`src/rtl/cnn_sequencer.sv`:
```
// Sequences one CNN job: weight load into FeatureMem, engine clear, NPIX enabled cycles, done pulse.
// All outputs registered; a write strobe follows its weight-set transfer by one cycle.
module cnn_sequencer #(
    parameter int IMAGE_WIDTH  = 28,
    parameter int IMAGE_HEIGHT = 28,
    parameter int NUM_FEATURES = 10,
    parameter int KERNEL_SIZE  = 3,
    parameter int STRIDE       = 1,
    localparam int WD     = 2 * KERNEL_SIZE * KERNEL_SIZE,
    localparam int OUT_W  = (IMAGE_WIDTH - KERNEL_SIZE) / STRIDE + 1,
    localparam int OUT_H  = (IMAGE_HEIGHT - KERNEL_SIZE) / STRIDE + 1,
    localparam int NPIX   = OUT_W * OUT_H,
    localparam int ADDR_W = $clog2(NUM_FEATURES) + 1,
    localparam int PIX_W  = $clog2(NPIX + 1)
) (
    input  logic              clk,
    input  logic              rst_cnn,
    input  logic              start,
    input  logic              abort,
    input  logic              wt_valid,
    input  logic [WD-1:0]     wt_data,
    output logic              wt_ready,
    output logic [ADDR_W-1:0] feature_writeAddr,
    output logic              feature_WrEn,
    output logic [WD-1:0]     weights_out,
    output logic              conv_clear_n,
    output logic              convolution_enable,
    output logic [PIX_W-1:0]  pix_count,
    output logic              busy,
    output logic              done
);

    typedef enum logic [2:0] {S_IDLE, S_LOAD, S_CLEAR, S_CONV, S_DONE} state_t;

    state_t              r_state, w_state;
    logic [ADDR_W-1:0]   r_idx, w_idx;
    logic                r_wt_ready, w_wt_ready;
    logic [ADDR_W-1:0]   r_addr, w_addr;
    logic                r_wren_n, w_wren_n;
    logic [WD-1:0]       r_wts, w_wts;
    logic                r_clr_n, w_clr_n;
    logic                r_en_n, w_en_n;
    logic [PIX_W-1:0]    r_pix, w_pix;
    logic                r_busy, w_busy;
    logic                r_done, w_done;
    logic                w_xfer;

    assign w_xfer = (r_state == S_LOAD) && r_wt_ready && wt_valid;

    // Outputs are computed for the coming cycle, so every strobe comes straight from a flop.
    always_comb begin
        w_state    = r_state;
        w_idx      = r_idx;
        w_wt_ready = 1'b0;
        w_addr     = r_addr;
        w_wren_n   = 1'b1;
        w_wts      = r_wts;
        w_clr_n    = 1'b1;
        w_en_n     = 1'b1;
        w_pix      = r_pix;
        w_done     = 1'b0;
        if (abort) begin
            w_state = S_IDLE;
        end else begin
            case (r_state)
                S_IDLE: begin
                    if (start) begin
                        w_state    = S_LOAD;
                        w_idx      = '0;
                        w_pix      = '0;
                        w_wt_ready = 1'b1;
                    end
                end
                S_LOAD: begin
                    w_wt_ready = 1'b1;
                    if (w_xfer) begin
                        w_wren_n = 1'b0;
                        w_addr   = r_idx;
                        w_wts    = wt_data;
                        w_idx    = r_idx + ADDR_W'(1);
                        if (r_idx == ADDR_W'(NUM_FEATURES - 1)) begin
                            w_wt_ready = 1'b0;
                            w_state    = S_CLEAR;
                        end
                    end
                end
                S_CLEAR: begin
                    w_clr_n = 1'b0;
                    w_state = S_CONV;
                end
                S_CONV: begin
                    if (r_pix <= PIX_W'(NPIX - 1)) begin
                        w_en_n = 1'b0;
                        w_pix  = r_pix + PIX_W'(1);
                    end else begin
                        w_done  = 1'b1;
                        w_state = S_DONE;
                    end
                end
                S_DONE: begin
                    w_state = S_IDLE;
                end
                default: w_state = S_IDLE;
            endcase
        end
        w_busy = (w_state != S_IDLE);
    end

    always_ff @(posedge clk or negedge rst_cnn) begin
        if (!rst_cnn) begin
            r_state    <= S_IDLE;
            r_idx      <= '0;
            r_wt_ready <= 1'b0;
            r_addr     <= '0;
            r_wren_n   <= 1'b1;
            r_wts      <= '0;
            r_clr_n    <= 1'b1;
            r_en_n     <= 1'b1;
            r_pix      <= '0;
            r_busy     <= 1'b0;
            r_done     <= 1'b0;
        end else begin
            r_state    <= w_state;
            r_idx      <= w_idx;
            r_wt_ready <= w_wt_ready;
            r_addr     <= w_addr;
            r_wren_n   <= w_wren_n;
            r_wts      <= w_wts;
            r_clr_n    <= w_clr_n;
            r_en_n     <= w_en_n;
            r_pix      <= w_pix;
            r_busy     <= w_busy;
            r_done     <= w_done;
        end
    end

    assign wt_ready           = r_wt_ready;
    assign feature_writeAddr  = r_addr;
    assign feature_WrEn       = r_wren_n;
    assign weights_out        = r_wts;
    assign conv_clear_n       = r_clr_n;
    assign convolution_enable = r_en_n;
    assign pix_count          = r_pix;
    assign busy               = r_busy;
    assign done               = r_done;

endmodule

```
`config.mk`:
```
export PLATFORM = sky130hd
export DESIGN_NAME = cnn_sequencer
export DESIGN_NICKNAME = d
export VERILOG_FILES = /design/src/rtl/cnn_sequencer.sv
export SDC_FILE = /design/constraint.sdc
export NUM_CORES = 1
export LEC_CHECK = 0
export CORE_UTILIZATION = 35
export CTS_CLUSTER_DIAMETER = 30
export DETAILED_ROUTE_END_ITERATION = 10
export GPL_ROUTABILITY_DRIVEN = 0
export PLACE_DENSITY = 0.74
export SYNTH_ARGS = -nofsm -noshare
export SYNTH_HDL_FRONTEND = slang
export SYNTH_SLANG_ARGS = --single-unit
```
`constraint.sdc`:
```
create_clock -name clk -period 2 [get_ports clk]
set_input_delay 0.4 -clock clk [delete_from_list [all_inputs] [get_ports clk]]
set_output_delay 0.4 -clock clk [all_outputs]
set_load 0.01 [all_outputs]
```
==> flow_metrics.tcl, run 1 <==
set metrics [dict create \
    outcome "complete, no violations" \
    fin_crit_sh_pct 89.9 \
    ys_types 38 \
    rsz0062_at_grt "false" \
    cp.arrival_ns 1.40 \
    place_ws_ns -0.0829 \
    fin_setup_tns_ns 0 \
    synth.avg_cell_area_sq_um 9.71 \
    finalSetupViolCount 0 \
    synth_edf_count 0 \
    yosysTopAreaCellShare_pct 54.0 \
    yosysWarnings 0 \
    end_kind "output pin" \
    worst_pin_slew_ns 0.535 \
    synth_area_leaders "dfrtp_1, nand2_1, dfstp_2" \
    first_iter_violations 62 \
    path_class "reg2out" \
    coreArea_sq_um 5570 \
    postCtsHoldBufs 0 \
    yosys.area.top_type "dfrtp_1" \
    clock_skew_ns 0.0103 \
    rr_endpoint "pix_count[7]" \
    r2r_slack_ns 0.26 \
    clock_latency_ns 0.30 \
    cts_buffers 5 \
    die_width_microns 78.3 \
    grt_use_met2_pct 27.1 \
    drt_drc_violations_left 0 \
    finalHoldViolations 0 \
    synth_area_sq_um 2040 \
    clk_pin_slew_ns 0.08 \
    vias 1689 \
    synth_most_common_cell "nand2_1" \
    max_freq_mhz 556 \
    reg2reg_depth 4 \
    cp.buffers_inverters 1 \
    synth.net_count 236 \
    fill_cells 505 \
    slowest_delay_ns 0.59 \
    start_util_pct 36.6 \
    r2r_start "pix_count[2]" \
    p_leak_nw 1.28 \
    synth_ff_type "dfrtp_1" \
    utilization_pct 51.4 \
    path_max_fanout 8 \
    seq_area_frac_synth_pct 57.9 \
    path_depth 1 \
    nNetsFinal 304 \
    portBuffers 61 \
    cellPowerDensity_nw_per_um2 743 \
    cts_resized 0 \
    slew_headroom_pct 64.3 \
    synth.ff_latch_count 47 \
    cts_tree "done" \
    path_cells "clkdlybuf4s50_1" \
    async_reset_ff_share_pct 100 \
    row_count 27 \
    min_path_type "in2async" \
    crit_end "pix_count[2]" \
    grt_max_degree 28 \
    cts_num_sinks 47 \
    die_area_sq_um 6130 \
    n_antenna_cell 0 \
    fin_cells 351 \
    post_cts_buffers 0 \
    postRouteAntennaNets 0 \
    use_met3_pct 3.37 \
    area_growth_pct 40.7 \
    viasPerCell 4.81 \
    startpoint_type "register" \
    wirelength_mm 4.33 \
    crit_required_ns 1.60 \
    drtPass1Iterations 4 \
    antenna_found_initial 0 \
    num_io_pins 62 \
    h-tree-depth 2 \
    ir_drop_mv 0.313 \
    critical-path-top-delay-family "buffers and inverters" \
    cap_violations 0 \
    layout-drive-gt1-share_pct 8.96 \
    dp_hpwl_mm 3.23 \
    syn_inst 210 \
    numPlacedInstances 343 \
    finalMaxSlewViolations 0 \
    root_buffer "clkbuf_8" \
    power_mw 2.13 \
    min_period_ns 1.80 \
    grt_most_used_layer "met2" \
    grtUsageMet1_pct 18.4 \
    grt_pass1_wl_mm 7.39 \
    dieHeight_microns 78.3 \
    routedWlPerCell_microns 12.3 \
    setup_slack_ns 0.203 \
    grt.overflow.total 0 \
    grt_usage_pct 15.4 \
    first_global_vias 1657 \
    clockBufferDepth 2 \
    synthTopCellsByCount "nand2_1, dfrtp_1, nand3_1" \
    cp_slowest_cell "clkdlybuf4s50_1" \
    cp-startpoint "pix_count[2]" \
]
-- report_power, final --
group	internal, mW	switching, mW
Sequential	1.05	0.0540
Clock	0.315	0.293
Combinational	0.246	0.174
-- area by class of cell --
type,count,area (sq um),area share [%]
Tap cell,72,90.1,3.14
Inverter,6,22.5,0.785
Multi-Input combinational cell,150,805,28.1
Clock buffer,8,100,3.49
Timing Repair Buffer,68,671,23.4
Sequential cell,47,1180,41.1
-- sequential cells by signal, summed over array words and instances, names as in the netlist --
register	cells
feature_writeAddr	5
r_state	3
weights_out	18
done	1
conv_clear_n	1
r_idx	5
wt_ready	1
busy	1
pix_count	10
feature_WrEn	1
convolution_enable	1
-- placed cells by master, fill, tap and decap left out, types with 2 or more instances in the layout --
cell,synthesis,final
nand2_1,79,79
dfstp_2,3,3
dfrtp_1,44,44
a21oi_1,4,4
nor3_1,5,5
buf_4,0,6
clkbuf_8,0,7
nor2_1,4,4
o211ai_1,3,3
or3_1,2,2
ha_1,3,3
clkdlybuf4s50_1,0,60
and2_1,5,5
o21ai_0,4,4
mux2i_1,3,3
nand3_1,7,7
or4_1,5,5
inv_1,5,5
nand4_1,2,2
o21a_1,2,2
o31ai_1,4,4
and3_1,2,2
-- cell families (layout without fill, tap and decap cells) --
family          count (synthesis)  after routing  share of synthesized area [%]
simple gates                  117            117                           26.5
flops                          47             47                           57.9
compound gates                 26             26                           9.21
buf+inv                        13             82                           2.64
fa+ha+maj                       3              3                           1.84
mux                             3              3                           1.47
xor+xnor                        1              1                          0.430
-- through the flow --
stage,hold slack [ns],cell area [sq um]
6_report,0.0798,2870
5_1_grt,0.123,2870
4_1_cts,0.0890,2870
3_5_place_dp,0.411,2770
3_3_place_gp,0.409,2770
2_1_floorplan,0.104,2040
-- worst min-delay path by stage --
stage            start                    to  slack, ns
2_1_floorplan  rst_cnn                  busy       0.10
3_3_place_gp   rst_cnn       weights_out[13]       0.41
3_5_place_dp   rst_cnn  feature_writeAddr[0]       0.41
4_1_cts        rst_cnn  feature_writeAddr[0]       0.09
5_1_grt        rst_cnn       weights_out[13]       0.12
6_report       rst_cnn  feature_writeAddr[0]       0.08
-- routing by layer --
metal  share of wire (%)  routed length, microns
met3                 4.0                     172
met1                  44                    1900
met2                  51                    2190
met4                 1.7                      72
met5                   0                       0
Note: power is estimated with default switching activity, not from simulation.
==> inputs of run 2 (changes only) <==
--- a/config.mk
+++ b/config.mk
@@ -5,6 +5,7 @@
 export SDC_FILE = /design/constraint.sdc
 export NUM_CORES = 1
 export LEC_CHECK = 0
+export CORE_ASPECT_RATIO = 1.4
 export CORE_UTILIZATION = 35
 export CTS_CLUSTER_DIAMETER = 30
 export DETAILED_ROUTE_END_ITERATION = 10
==> run 2 against run 1 <==
Against the previous run:
- power down 3.2%
- critical path type unchanged
- highest routed layer unchanged
- register-to-register slack gained 0.03 ns
- combinational power shrank 1%
==> flow_metrics.tcl, run 2 (same netlist as run 1, synthesis figures left out) <==
set metrics [dict create \
    outcome "complete, no violations" \
    portBuffers 61 \
    grt_usage_pct 15.6 \
    layout-drive-gt1-share_pct 8.60 \
    dp_hpwl_mm 3.06 \
    min_period_ns 1.80 \
    dieHeight_microns 92.3 \
    path_class "reg2out" \
    cp.arrival_ns 1.40 \
    routedWlPerCell_microns 12.5 \
    die_area_sq_um 6140 \
    fin_setup_tns_ns 0 \
    worst_pin_slew_ns 0.584 \
    antenna_found_initial 0 \
    numPlacedInstances 339 \
    n_antenna_cell 0 \
    die_width_microns 66.5 \
    finalSetupViolCount 0 \
    grt_use_met2_pct 27.3 \
    end_kind "output pin" \
    slowest_delay_ns 0.60 \
    power.share.switching_pct 25.4 \
    root_buffer "clkbuf_8" \
    nNetsFinal 304 \
    cts_tree "done" \
    cp.buffers_inverters 1 \
    area_growth_pct 38.9 \
    max_freq_mhz 556 \
    path_cells "clkdlybuf4s50_1" \
    path_max_fanout 8 \
    cellPowerDensity_nw_per_um2 728 \
    h-tree-depth 2 \
    layout_common_cells "nand2_1, clkdlybuf4s50_1, dfrtp_1" \
    num_io_pins 62 \
    power_frac_seq_pct 53.4 \
    vias 1708 \
    fin_cells 347 \
    drt_drc_violations_left 0 \
    clock_latency_ns 0.30 \
    cts_resized 0 \
    post_cts_buffers 0 \
    use_met3_pct 3.57 \
    grtUsageMet1_pct 17.6 \
    grt_max_degree 48 \
    rsz0062_at_grt "false" \
    finalMaxSlewViolations 0 \
    finalHoldViolations 0 \
    cts_num_sinks 47 \
    viasPerCell 4.92 \
    postRouteAntennaNets 0 \
    grt_most_used_layer "met2" \
    clockBufferDepth 2 \
    cts_buffers 5 \
    final_common_cell "nand2_1" \
    postCtsHoldBufs 0 \
    clock_skew_ns 0.00530 \
    ir_drop_mv 0.388 \
    min_path_type "in2async" \
    first_iter_violations 43 \
    switchingPower_mw 0.525 \
    critical-path-top-delay-family "buffers and inverters" \
    start_util_pct 36.6 \
    largest_reg_flops 18 \
    coreArea_sq_um 5570 \
    power_frac_comb_pct 20.2 \
    grt_pass1_wl_mm 7.29 \
    fin_crit_sh_pct 90.0 \
    first_global_vias 1632 \
    row_count 32 \
    clk_pin_slew_ns 0.08 \
    crit_required_ns 1.60 \
    slew_headroom_pct 61.1 \
    cp_slowest_cell "clkdlybuf4s50_1" \
    grt.overflow.total 0 \
    p_leak_nw 1.26 \
    cap_violations 0 \
    internal_power_mw 1.54 \
    power_frac_clock_pct 26.4 \
    drtPass1Iterations 4 \
    wirelength_mm 4.33 \
    startpoint_type "register" \
]
## run 2: layout make-up
cell class                      count  area, sq um
Fill cell                         531         2730
Clock buffer                        7         76.3
Multi-Input combinational cell    150          805
Clock inverter                      1         5.00
Tap cell                           68         85.1
Timing Repair Buffer               68          658
Inverter                            6         22.5
Sequential cell                    47         1180
## run 2: worst paths after layout
check	from	to	slack (ns)	cells after the start
min	rst_cnn	r_state[1]	0.18	2
max in group asynchronous	rst_cnn	weights_out[7]	1.43	2
min in group clk	feature_writeAddr[4]	feature_writeAddr[4]	0.47	2
max reg2reg	pix_count[2]	pix_count[7]	0.29	4
max	pix_count[2]	pix_count[2]	0.20	1
min reg2reg	feature_writeAddr[4]	feature_writeAddr[4]	0.47	2
## run 2: metal layers
metal  share of wire [%]  wire length, microns  up-vias
li1                    -                     -      846
met1                  41                  1790      798
met2                  52                  2240       53
met3                 4.5                   193       11
met4                 2.4                   105        0
met5                   0                     0        -
## run 2: power groups by stage
stage | registers (mW) | logic (mW) | clock network, mW
after detailed placement | 1.12 | 0.423 | 0
final | 1.10 | 0.416 | 0.545
after CTS | 1.10 | 0.424 | 0.579
after floorplan | 1.17 | 0.0916 | 0
after global placement | 1.12 | 0.414 | 0
after global routing | 1.11 | 0.465 | 0.616
## run 2: per-stage QoR
step	hold slack (ns)	utilization (%)	worst slack [ns]	area, sq um	power (mW)
detailed placement	0.462	49.4	-0.0820	2750	1.55
global route	0.226	50.9	0.148	2830	2.19
floorplan	0.104	-	0.398	2040	1.26
CTS	0.201	50.9	0.188	2830	2.11
global placement	0.457	49.4	-0.0396	2750	1.53
finish	0.177	50.9	0.200	2830	2.06
